--- src/rtl/dm_access_ctrl.sv ---
// ============================================================================
// dm_access_ctrl : load/store front end for a word-addressed data memory
//                  (sub-word read-modify-write, load alignment/extension)
// Revision 1.0
// ============================================================================
`default_nettype none

module dm_access_ctrl #(
  parameter int data_size = 32,
  parameter int addr_size = 12
) (
  input  logic                   clk,
  input  logic                   reset,
  input  logic                   req_valid,
  output logic                   req_ready,
  input  logic                   req_write,
  input  logic [1:0]             req_size,
  input  logic                   req_unsigned,
  input  logic [addr_size+1:0]   req_addr,
  input  logic [data_size-1:0]   req_wdata,
  output logic                   rsp_valid,
  output logic                   rsp_err,
  output logic [data_size-1:0]   rsp_data,
  output logic                   enable_mem,
  output logic                   enable_fetch,
  output logic                   enable_writeback,
  output logic [addr_size-1:0]   DM_out_address,
  output logic [addr_size-1:0]   DM_in_address,
  output logic [data_size-1:0]   DMin,
  input  logic [data_size-1:0]   DMout
);

  localparam logic [1:0] c_size_byte = 2'b00;
  localparam logic [1:0] c_size_half = 2'b01;
  localparam logic [1:0] c_size_word = 2'b10;

  typedef enum logic [2:0] {
    S_IDLE = 3'd0,
    S_RD   = 3'd1,
    S_LD   = 3'd2,
    S_WR   = 3'd3,
    S_ERR  = 3'd4
  } state_t;

  state_t                 r_state;
  logic                   r_write;
  logic [1:0]             r_size;
  logic                   r_unsigned;
  logic [addr_size-1:0]   r_word;
  logic [1:0]             r_off;
  logic [15:0]            r_wdata;
  logic [data_size-1:0]   r_dmin;

  logic                   w_misaligned;
  logic                   w_subword_wr;
  logic [7:0]             w_byte;
  logic [15:0]            w_half;
  logic [data_size-1:0]   w_merged;
  logic [data_size-1:0]   w_load_data;

  assign req_ready = reset && (r_state == S_IDLE);

  assign w_misaligned = (req_size == 2'b11) ||
                        ((req_size == c_size_half) && req_addr[0]) ||
                        ((req_size == c_size_word) && (req_addr[1:0] != 2'b00));

  // The merged word depends on DMout, which is only valid during the WR
  // cycle of a sub-word store, so DMin is muxed combinationally there.
  assign w_subword_wr = (r_state == S_WR) && (r_size != c_size_word);
  assign DMin         = w_subword_wr ? w_merged : r_dmin;

  assign w_byte = DMout[{r_off, 3'b000} +: 8];
  assign w_half = DMout[{r_off[1], 4'b0000} +: 16];

  always_comb begin
    w_merged = DMout;
    if (r_size == c_size_byte)
      w_merged[{r_off, 3'b000} +: 8] = r_wdata[7:0];
    else
      w_merged[{r_off[1], 4'b0000} +: 16] = r_wdata;
  end

  always_comb begin
    w_load_data = DMout;
    case (r_size)
      c_size_byte: w_load_data = {{(data_size-8){~r_unsigned & w_byte[7]}}, w_byte};
      c_size_half: w_load_data = {{(data_size-16){~r_unsigned & w_half[15]}}, w_half};
      default:     w_load_data = DMout;
    endcase
  end

  always_ff @(posedge clk or negedge reset) begin
    if (!reset) begin
      r_state          <= S_IDLE;
      r_write          <= 1'b0;
      r_size           <= 2'b00;
      r_unsigned       <= 1'b0;
      r_word           <= '0;
      r_off            <= 2'b00;
      r_wdata          <= '0;
      r_dmin           <= '0;
      rsp_valid        <= 1'b0;
      rsp_err          <= 1'b0;
      rsp_data         <= '0;
      enable_mem       <= 1'b0;
      enable_fetch     <= 1'b0;
      enable_writeback <= 1'b0;
      DM_out_address   <= '0;
      DM_in_address    <= '0;
    end else begin
      rsp_valid        <= 1'b0;
      rsp_err          <= 1'b0;
      enable_mem       <= 1'b0;
      enable_fetch     <= 1'b0;
      enable_writeback <= 1'b0;
      case (r_state)
        S_IDLE: begin
          if (req_valid) begin
            r_write    <= req_write;
            r_size     <= req_size;
            r_unsigned <= req_unsigned;
            r_word     <= req_addr[addr_size+1:2];
            r_off      <= req_addr[1:0];
            r_wdata    <= req_wdata[15:0];
            if (w_misaligned) begin
              r_state <= S_ERR;
            end else if (req_write && (req_size == c_size_word)) begin
              r_state          <= S_WR;
              enable_mem       <= 1'b1;
              enable_writeback <= 1'b1;
              DM_in_address    <= req_addr[addr_size+1:2];
              r_dmin           <= req_wdata;
            end else begin
              r_state        <= S_RD;
              enable_mem     <= 1'b1;
              enable_fetch   <= 1'b1;
              DM_out_address <= req_addr[addr_size+1:2];
            end
          end
        end
        S_RD: begin
          if (r_write) begin
            r_state          <= S_WR;
            enable_mem       <= 1'b1;
            enable_writeback <= 1'b1;
            DM_in_address    <= r_word;
          end else begin
            r_state <= S_LD;
          end
        end
        S_LD: begin
          rsp_valid <= 1'b1;
          rsp_data  <= w_load_data;
          r_state   <= S_IDLE;
        end
        S_WR: begin
          rsp_valid <= 1'b1;
          rsp_data  <= '0;
          if (w_subword_wr)
            r_dmin <= w_merged;
          r_state   <= S_IDLE;
        end
        S_ERR: begin
          rsp_valid <= 1'b1;
          rsp_err   <= 1'b1;
          rsp_data  <= '0;
          r_state   <= S_IDLE;
        end
        default: r_state <= S_IDLE;
      endcase
    end
  end

endmodule

`default_nettype wire

--- config.mk ---
export PLATFORM = sky130hd
export DESIGN_NAME = dm_access_ctrl
export DESIGN_NICKNAME = d
export VERILOG_FILES = /design/src/rtl/dm_access_ctrl.sv
export SDC_FILE = /design/constraint.sdc
export NUM_CORES = 1
export LEC_CHECK = 0
export BUFFER_PORTS_ARGS = -buffer_cell sky130_fd_sc_hd__buf_2
export CORE_MARGIN = 5
export CORE_UTILIZATION = 50
export CTS_BUF_LIST = sky130_fd_sc_hd__clkbuf_4 sky130_fd_sc_hd__clkbuf_8
export DETAILED_ROUTE_END_ITERATION = 12
export PLACE_DENSITY_LB_ADDON = 0.05
export SYNTH_ARGS = -nofsm -noshare
export SYNTH_HDL_FRONTEND = slang
export SYNTH_SLANG_ARGS = --single-unit
--- constraint.sdc ---
create_clock -name clk -period 3 [get_ports clk]
set_input_delay 0 -clock clk [delete_from_list [all_inputs] [get_ports clk]]
set_output_delay 0 -clock clk [all_outputs]
set_load 0.02 [all_outputs]
==> results.cfg <==
[status]
status = complete, no violations

[die]
coreArea_um2 = 13300
die_h_um = 127
ios = 179
die_area_um2 = 16200
fp.dieW_um = 127
num_rows = 42
initial_core_util = 0.514

[min_path]
holdCritPathClass = input pin to register
whs_endpoint = rsp_data[11]
holdPathStages = 4
worstHoldStart = DMout[11]

[synthesis]
synth_cell_type_count = 44
syn-cell-area_um2 = 6860
synth_ff_type = dfrtp_1
synth-edff-count = 0
async_reset_ff_frac = 1.00
synthCells = 631
synth_area_per_cell_um2 = 10.9
yosys_register_bits = 130
synth_nets = 721
ys_seq_area_frac = 0.474
yosys_warnings = 0

[timing]
setup_viol = 0
fin_ws_ns = 0.243
relSlewSlack = 0.336
max_slew.worst_pin.slew_ns = 0.992
hold_viol = 0
rsz0062_at_grt = no
fin_crit_sh = 0.919
fin_skew_ns = 0.00640
setup_tns_ns = 0
slew_viol_final = 0
fmax_mhz = 363
min_period_ns = 2.76

[clocking]
cts_made_buffers = 17
post_cts_resize_count = 0
clk_latency_ns = 0.45
ctsHoldBuffers = 80
cts_root_buf = clkbuf_8
cts_setup_buffers = 0
cts.path.max_buffers = 2
clkTransAtPathRegs_ns = 0.07
cts_sinks = 130
htreeDepth = 4
cts_tree = yes

[worst_setup_path]
path_cells = inv_1 -> ha_1 -> nor3b_1 -> a221oi_1 -> a211o_1 -> nand2_1 -> buf_2
crit_slowest_cell = dfrtp_1
worstRegToRegCells = 4
reg2reg_to = rsp_data[24]
worstPathArrival_ns = 2.76
crit_buf_inv = 2
r2r_setup_slack_ns = 0.73
endpoint_kind = output port
critPathRequiredTime_ns = 3.00
crit_type = register to output port
crit_family = simple AND/OR/NAND/NOR gates
critical_path.max_fanout = 10
slowest_delay_ns = 0.52
cp-start-kind = register
worstReg2RegStart = r_state[2]

[layout]
areaGrowthSynthToFinish_pct = 32.6
layout-drive-gt1-share = 0.346
diodes = 0
regArea_um2 = 3250
final_net_count = 962
multiInputGateArea_um2 = 3340
layout_commonest_cell = buf_2
fill_cells = 1028
most-common-layout-cells = buf_2 (177), dfrtp_1 (129), nand2_1 (111)

[routing]
drc = 0
drtAntennaViolNets = 0
drt-initial-drc-count = 744
routedWlPerCell_um = 20.5
viasPerCell = 5.93
vias = 6292
dr.pass1.iters = 5
routed_wirelength_um = 21700

[power]
p_int_w = 0.00535
sw_frac_of_total = 0.434
switchingPower_w = 0.00411
p_clk_frac = 0.156
seqPwrFrac = 0.330
leakage_nw = 4.31
max-vdd-ir-drop_v = 0.000526
cellPowerDensity_nw_per_um2 = 1040
combPwrFrac = 0.514

[run]
drv_cap = 0

[placed_design]
port-buffer-count = 178
place_congestion = 0.865
dp_hpwl_um = 14900
dp_slack_ns = 0.744

[global_routing]
grt_pass1_vias = 6315
grt_usage = 0.269
antenna_found_initial = 0
grt-ovfl-total = 0
grt_pass1_wl_um = 34100
grt_max_degree = 65
-- cells by family after synthesis --
logic type      Yosys count  share of synthesized area
flops                   130                      0.474
compound gates          171                      0.202
fa+ha+maj                 5                    0.00912
mux                     110                      0.176
simple gates            147                     0.0977
buf+inv                  68                     0.0416
-- synthesized netlist by cell type, types with 2 or more instances --
cell type  instances  area (µm²)
a221o_1           14         140
a221o_2            3        33.8
nand2b_1           3        18.8
inv_1             19        71.3
mux2i_1           33         330
mux2_1             9         101
o21ai_1            2        10.0
and3b_1            2        17.5
ha_1               5        62.6
a211o_1           32         280
mux2_4             2        30.0
a221oi_1          32         280
nor3_1             3        15.0
nor2b_1            2        12.5
clkbuf_1          25        93.8
a22o_1             8        70.1
o21ai_0           18        90.1
nand2_1          111         417
a21oi_1           16        80.1
a222oi_1           7        70.1
buf_1              7        26.3
and2b_1            2        15.0
mux2_2            66         743
dfrtp_1          130        3250
o211ai_1          33         248
nor2_1             6        22.5
nor3b_1           10        75.1
buf_2             15        75.1
-- sequential cells by signal, summed over array words and instances, names as in the netlist, 2 cells and up --
name,cells
DM_out_address,12
DM_in_address,12
rsp_data,32
r_size,2
r_off,2
r_wdata,16
r_word,12
r_dmin,32
r_state,3
-- worst max path at each step --
stage | slack, ns | end | cells after the start | startpoint
after floorplan | 0.79 | r_dmin[1] | 10 | r_off[1]
after global placement | 0.79 | DMin[19] | 7 | r_off[0]
after detailed placement | 0.74 | DMin[19] | 7 | r_off[0]
after CTS | 0.24 | DMin[19] | 7 | r_off[0]
after global routing | 0.11 | DMin[19] | 7 | r_off[0]
final | 0.24 | DMin[19] | 7 | r_off[0]
-- per-stage QoR --
stage                     std cells  power, W  hold WS [ns]  utilization  cell area (µm²)
after CTS                      1061   0.00947        0.0142        0.681             9100
after global routing           1061    0.0101        0.0273        0.681             9100
after detailed placement        949   0.00789       -0.0561        0.592             7910
final                          1061   0.00946        0.0406        0.681             9100
after global placement          949   0.00776       -0.0665        0.592             7910
after floorplan                 631   0.00643        -0.296            -             6860
-- worst register-to-register path, cell delays in order, from the launching register on --
cell	delay, ns
dfrtp_1	0.46
and2b_1	0.33
nand2b_1	0.28
nor2_1	0.84
a221o_2	0.30
-- power groups by stage --
stage                     Sequential (W)  Combinational, W  Clock (W)
final                            0.00313           0.00486    0.00148
after detailed placement         0.00315           0.00474          0
after global placement           0.00310           0.00466          0
after floorplan                  0.00339           0.00304          0
after CTS                        0.00312           0.00485    0.00150
after global routing             0.00322           0.00527    0.00157
-- final cells by class --
| cell class | count | share of cell area |
|---|---|---|
| Inverter | 19 | 0.00784 |
| Clock buffer | 19 | 0.0281 |
| Timing Repair Buffer | 271 | 0.200 |
| Multi-Input combinational cell | 433 | 0.368 |
| Sequential cell | 130 | 0.358 |
| Tap cell | 176 | 0.0242 |
| Clock inverter | 13 | 0.0147 |
-- metal layers --
layer / GRT usage / up-vias / share of wire
li1: - / 2858 / -
met4: 0.0946 / 0 / 0.027
met5: 0 / - / 0
met3: 0.0576 / 48 / 0.086
met1: 0.375 / 3089 / 0.43
met2: 0.418 / 297 / 0.46
Power figures use the tool's default switching activity.
